$ cat src/rtl/uart_tx.sv
// UART transmit serializer: start bit, DATA_WIDTH data bits LSB first, optional parity, stop bit.
// Parity logic is compiled in only when UART_TX_PARITY_EN is defined; otherwise every frame is 10 bits.
module uart_tx #(
   parameter int DATA_WIDTH = 8
) (
   input  logic                  clk,
   input  logic                  rst_n,
   input  logic [DATA_WIDTH-1:0] p_data,
   input  logic                  data_valid,
   input  logic                  par_en,
   input  logic                  par_typ,
   output logic                  tx_out,
   output logic                  busy
);

   localparam int CW = (DATA_WIDTH > 1) ? $clog2(DATA_WIDTH) : 1;
   localparam logic [CW-1:0] C_LAST = CW'(DATA_WIDTH - 1);

   localparam logic [2:0] S_IDLE   = 3'd0;
   localparam logic [2:0] S_START  = 3'd1;
   localparam logic [2:0] S_DATA   = 3'd2;
`ifdef UART_TX_PARITY_EN
   localparam logic [2:0] S_PARITY = 3'd3;
`endif
   localparam logic [2:0] S_STOP   = 3'd4;

   logic [2:0]            r_state;
   logic [CW-1:0]         r_cnt;
   logic [DATA_WIDTH-1:0] r_shadow;
   logic                  r_tx;
   logic                  r_busy;
   logic [CW-1:0]         w_cnt_nxt;

   assign w_cnt_nxt = r_cnt + 1'b1;

`ifdef UART_TX_PARITY_EN
   logic r_par_en;
   logic r_par_typ;
   logic w_par;

   // Computed from the latched byte so mid-frame input changes cannot leak in.
   assign w_par = (^r_shadow) ^ r_par_typ;
`else
   logic w_unused_par;

   assign w_unused_par = par_en ^ par_typ;
`endif

   // tx_out/busy are registered with the value of the state being entered,
   // so the start bit is on the line from the accepting edge onward.
   always_ff @(posedge clk or negedge rst_n) begin
      if (!rst_n) begin
         r_state   <= S_IDLE;
         r_cnt     <= '0;
         r_shadow  <= '0;
         r_tx      <= 1'b1;
         r_busy    <= 1'b0;
`ifdef UART_TX_PARITY_EN
         r_par_en  <= 1'b0;
         r_par_typ <= 1'b0;
`endif
      end else begin
         case (r_state)
            S_IDLE: begin
               r_tx   <= 1'b1;
               r_busy <= 1'b0;
               if (data_valid) begin
                  r_shadow  <= p_data;
`ifdef UART_TX_PARITY_EN
                  r_par_en  <= par_en;
                  r_par_typ <= par_typ;
`endif
                  r_state   <= S_START;
                  r_tx      <= 1'b0;
                  r_busy    <= 1'b1;
               end
            end
            S_START: begin
               r_state <= S_DATA;
               r_cnt   <= '0;
               r_tx    <= r_shadow[0];
               r_busy  <= 1'b1;
            end
            S_DATA: begin
               r_busy <= 1'b1;
               if (r_cnt == C_LAST) begin
`ifdef UART_TX_PARITY_EN
                  if (r_par_en) begin
                     r_state <= S_PARITY;
                     r_tx    <= w_par;
                  end else begin
                     r_state <= S_STOP;
                     r_tx    <= 1'b1;
                  end
`else
                  r_state <= S_STOP;
                  r_tx    <= 1'b1;
`endif
               end else begin
                  r_cnt <= w_cnt_nxt;
                  r_tx  <= r_shadow[w_cnt_nxt];
               end
            end
`ifdef UART_TX_PARITY_EN
            S_PARITY: begin
               r_state <= S_STOP;
               r_tx    <= 1'b1;
               r_busy  <= 1'b1;
            end
`endif
            S_STOP: begin
               r_state <= S_IDLE;
               r_tx    <= 1'b1;
               r_busy  <= 1'b0;
            end
            default: begin
               r_state <= S_IDLE;
               r_tx    <= 1'b1;
               r_busy  <= 1'b0;
            end
         endcase
      end
   end

   assign tx_out = r_tx;
   assign busy   = r_busy;

endmodule

$ cat config.mk
export PLATFORM = sky130hd
export DESIGN_NAME = uart_tx
export DESIGN_NICKNAME = d
export VERILOG_FILES = /design/src/rtl/uart_tx.sv
export SDC_FILE = /design/constraint.sdc
export NUM_CORES = 1
export LEC_CHECK = 0
export CAP_MARGIN = 20
export CORE_ASPECT_RATIO = 0.5
export CORE_UTILIZATION = 25
export DETAILED_ROUTE_END_ITERATION = 7
export GPL_TIMING_DRIVEN = 0
export HOLD_SLACK_MARGIN = 0.02
export PLACE_DENSITY_LB_ADDON = 0.08
export SETUP_SLACK_MARGIN = 0.02
export SLEW_MARGIN = 20
export SYNTH_ARGS = -nofsm -noshare
export SYNTH_HDL_FRONTEND = slang
export SYNTH_SLANG_ARGS = --single-unit
export TNS_END_PERCENT = 1
$ cat constraint.sdc
create_clock -name clk -period 1.7 [get_ports clk]
set_input_delay 0.51 -clock clk [delete_from_list [all_inputs] [get_ports clk]]
set_output_delay 0.51 -clock clk [all_outputs]
set_load 0.01 [all_outputs]
* Word level (Yosys, flattened, before mapping)
Index checks and enable logic that the tools add are counted.
Operators by class: add/sub/neg operators 1, $lt $le $gt $ge 1, equality and inequality tests 6, mux-type cells 12, reduce and logical (&&, ||, !) cells 6
Operator list (count):
- $mux W3 | 3
- $pmux W3 S3 | 1
- $ne A2 B2 Y1 const B | 3
- $pmux W3 S2 | 1
- $reduce_and A2 Y1 | 3
- $lt A3 B4 Y1 const B | 1
- $mux W1 | 4
- $add A3 B1 Y3 const B | 1
- $bmux W1 S3 | 1
- $eq A3 B1 Y1 const B | 1
- $eq A3 B2 Y1 const B | 1
- $eq A3 B3 Y1 const B | 1
- $logic_not A3 Y1 | 1
- $pmux W1 S3 | 1
- $pmux W1 S2 | 1
- $reduce_bool A2 Y1 | 1
- $reduce_or A2 Y1 | 1
Word-level totals: register bits after elaboration 16

* Depth between registers and ports, before layout
word-level depth 5, mapped depth 5

* Least setup slack after synthesis
OpenSTA, ideal clock, no wires.
kind register to register, from register r_cnt[0], to register r_cnt[1], setup time 0.079 ns, arrival time 1.671 ns, data required time 1.621 ns, slack -0.050 ns, cell stages (with the launch flop) 6, buffers on the path 0, clock period less this slack 1.750 ns, path through dfrtp_1 ha_1 ha_1 or3b_2 a21oi_4 mux2i_1
Between the ends: word-level cells in the longest chain between the ends 3, elaborated cells on any way between the ends 6
Ends and longest elaborated chain:
- from (decl) | RTL line 28 | logic [CW-1:0] r_cnt;
- from (signal assigned) | RTL line 100 | r_cnt <= w_cnt_nxt;
- $add A3 B1 Y3 or $eq A3 B3 Y1 (tied branches) | RTL line 34, 86
- $mux W3 or $ne A2 B2 Y1 (tied branches)
- $pmux W3 S2 or $reduce_and A2 Y1 (tied branches)
Parallel ways exist; a longest one is shown, timed or not. The select of a mux whose other input is x is not followed. A chain may end at the register's enable or synchronous reset.

* Worst setup path after layout
Ends and elaborated chain as after synthesis.

==> key figures <==
Logic synthesis
  – Unique masters post-synth: 22
  – Mean Syn Cell Area: 13.95 µm²
  – Yosys top cell area share: 0.5076
  – Top cell type by total area after synthesis: dfrtp_1
  – Yosys reg bits: 16
  – Area contributors post-synth: dfrtp_1 51%, mux2_2 12%, mux2i_1 5.4%
  – Post-synthesis sequential area ratio: 0.5431
  – Cell Area, Synth: 739.5 µm²
  – Syn Inst Count: 53
  – Mapped Nets: 68
  – YS warnings: 0

Die
  – Rows: 13
  – Die width: 78.92 µm
  – Die Span Y: 40.46 µm
  – Starting Density: 0.2739
  – IO Pins: 15
  – Core area: 0.002700 mm²
  – Die ar.: 0.003193 mm²

Place
  – Routability cong.: 0.7526
  – IO buf count: 12
  – HPWL Detailed: 982.4 µm
  – Post-placement cell count: 102
  – Placed inst area: 909.6 µm²

Clocking
  – Num Clock Sinks: 16
  – Root buf cell: clkbuf_8
  – Clk_lat worst skew: 0.25 ns
  – Clock buffer count from CTS: 3
  – CTS Hold Bufs: 0
  – CTS tree: built
  – Reg clk slew, reported paths: 0.06 ns
  – H-tree Lvls: 1
  – CTS Buffer Depth: 2

Cells and area
  – Final Cell Area: 0.001021 mm²
  – Most frequent cells in the layout: 14 x dfrtp_1, 11 x clkdlybuf4s50_1, 8 x mux2_2, 4 x mux2i_1, 4 x inv_1
  – Non-Filler Instances: 110
  – Area of the multi-input gates: 350.3 µm²
  – Register area: 402.9 µm²
  – Net count reported at finish: 89
  – Layout cell share with drive strength beyond 1: 0.3151
  – ANT cells: 0
  – Synthesis-to-finish area growth: 38.07%
  – Most common cell after layout, fill and taps aside: dfrtp_1
  – # fillers: 279

Timing
  – Period utilization: 0.9697
  – Hold slack final: 0.5054 ns
  – Final slew viol count: 0
  – FMAX: 0.6066 GHz
  – Worst-Margin Slew: 0.7139 ns
  – Final setup fails: 0
  – Final min period: 1.649 ns
  – Final Hold Viols: 0
  – Clk_skew: 0.004535 ns
  – Relative slew slack: 0.5226
  – RSZ-0062 raised after global routing: yes

Drt
  – Vias/cell: 4.364
  – Per-cell routed wire length: 11.89 µm
  – Vias: 480
  – Antenna-violating nets left: 0
  – Initial drt markers: 11
  – WL final: 1308 µm
  – DRC: 0
  – Initial DRT Pass Iterations: 4

Critical path
  – Crit end category: flop
  – Crit path max fanout: 4
  – Crit path kind: reg -> reg
  – Arr. time, crit path: 1.82 ns
  – Reg2Reg Setup Slack: 0.05 ns
  – Crit start category: flop
  – Crit path required time: 1.87 ns

GRT
  – Largest net degree at the start of global routing: 17
  – Grt ovf: 0
  – GRT Overall Usage: 0.1083
  – Vias in the first global route: 515
  – Initial antenna violation count: 0
  – First-pass GRT wire length: 2401 µm

Power
  – Power Total: 1.686 mW
  – Leak Pwr: 0.4253 nW
  – PD cells: 1651 mW/mm²
  – Maximum vdd ir drop: 0.5538 mV

Outcome
  – Status: finished clean

Hold path
  – Path category of the worst min-delay check: reg -> reg

Job
  – Maxcap violations: 0
-- registers in the layout, summed over array words and instances (netlist names) --
name and count:
r_shadow 8, r_state 3, r_cnt 3, tx_out 1, busy 1
-- stage by stage --
stage               TNS (ns)  setup slack, ns  utilization
floorplan                  0          0.08477            -
global placement      -2.894          -0.3590       0.3369
detailed placement    -3.209          -0.3996       0.3369
CTS                 -0.03481         -0.03481       0.3614
global route        -0.01518         -0.01518       0.3781
finish                     0          0.05144       0.3781
-- kinds of logic (layout without fill, tap and decap cells) --
kind of cell,count (synthesis),count (layout),synth area share
AND/OR/NAND/NOR,11,11,0.1151
adder cells (fa/ha/maj),2,2,0.03384
flip-flops,16,16,0.5432
multiplexers,13,13,0.2064
buffers and inverters,4,24,0.02030
AO/OA/AOI/OAI,7,7,0.08124
-- worst max-delay path, stage by stage (launching register included) --
cell and delay [ns]:
dfrtp_2 0.44, ha_4 0.17, ha_4 0.15, or3b_4 0.40, a21oi_4 0.20, mux2i_1 0.21
-- cell usage after synthesis, drive strengths merged --
library cell,instances
a211o,1
a21o,1
a21oi,2
and2,1
and3,1
dfrtp,15
dfstp,1
ha,2
inv,4
mux2,8
mux2i,4
mux4,1
nand2,3
nand2b,2
nor3b,1
nor4b,1
o21bai,1
o221ai,1
o22ai,1
or3b,2
-- final cells by class --
class / count / area share
Multi-Input combinational cell: 33 / 0.3431
Inverter: 4 / 0.01471
Timing Repair Buffer: 16 / 0.1581
Tap cell: 37 / 0.04534
Clock buffer: 4 / 0.04412
Sequential cell: 16 / 0.3946
-- metal layers --
metal,part of all wire,global-route usage,vias up
met3,0.064,0.05682,2
li1,-,-,230
met1,0.51,0.1284,237
met5,0,0,-
met4,0.0061,0.02727,0
met2,0.42,0.1783,11
-- worst paths after layout --
kind | from | end | depth (start not counted)
max in group asynchronous | rst_n | r_cnt[0] | 1
min in group asynchronous | rst_n | r_shadow[5] | 1
max | r_cnt[0] | r_cnt[1] | 5
max reg2reg | r_cnt[0] | r_cnt[1] | 5
min | r_shadow[6] | r_shadow[6] | 1
min reg2reg | r_shadow[6] | r_shadow[6] | 1
-- power by group --
group | total [mW] | switching, mW | internal [mW]
logic | 0.720 | 0.267 | 0.454
clock network | 0.284 | 0.118 | 0.166
registers | 0.682 | 0.122 | 0.560
total | 1.69 | 0.506 | 1.18
-- what timing repair did --
item	in CTS	in global routing
buffers inserted	1	3
endpoints found under the hold margin	0	0
setup endpoints to repair	12	4
pin swaps	0	3
gates resized for setup	2	3
Note: power is estimated with default switching activity, not from simulation.
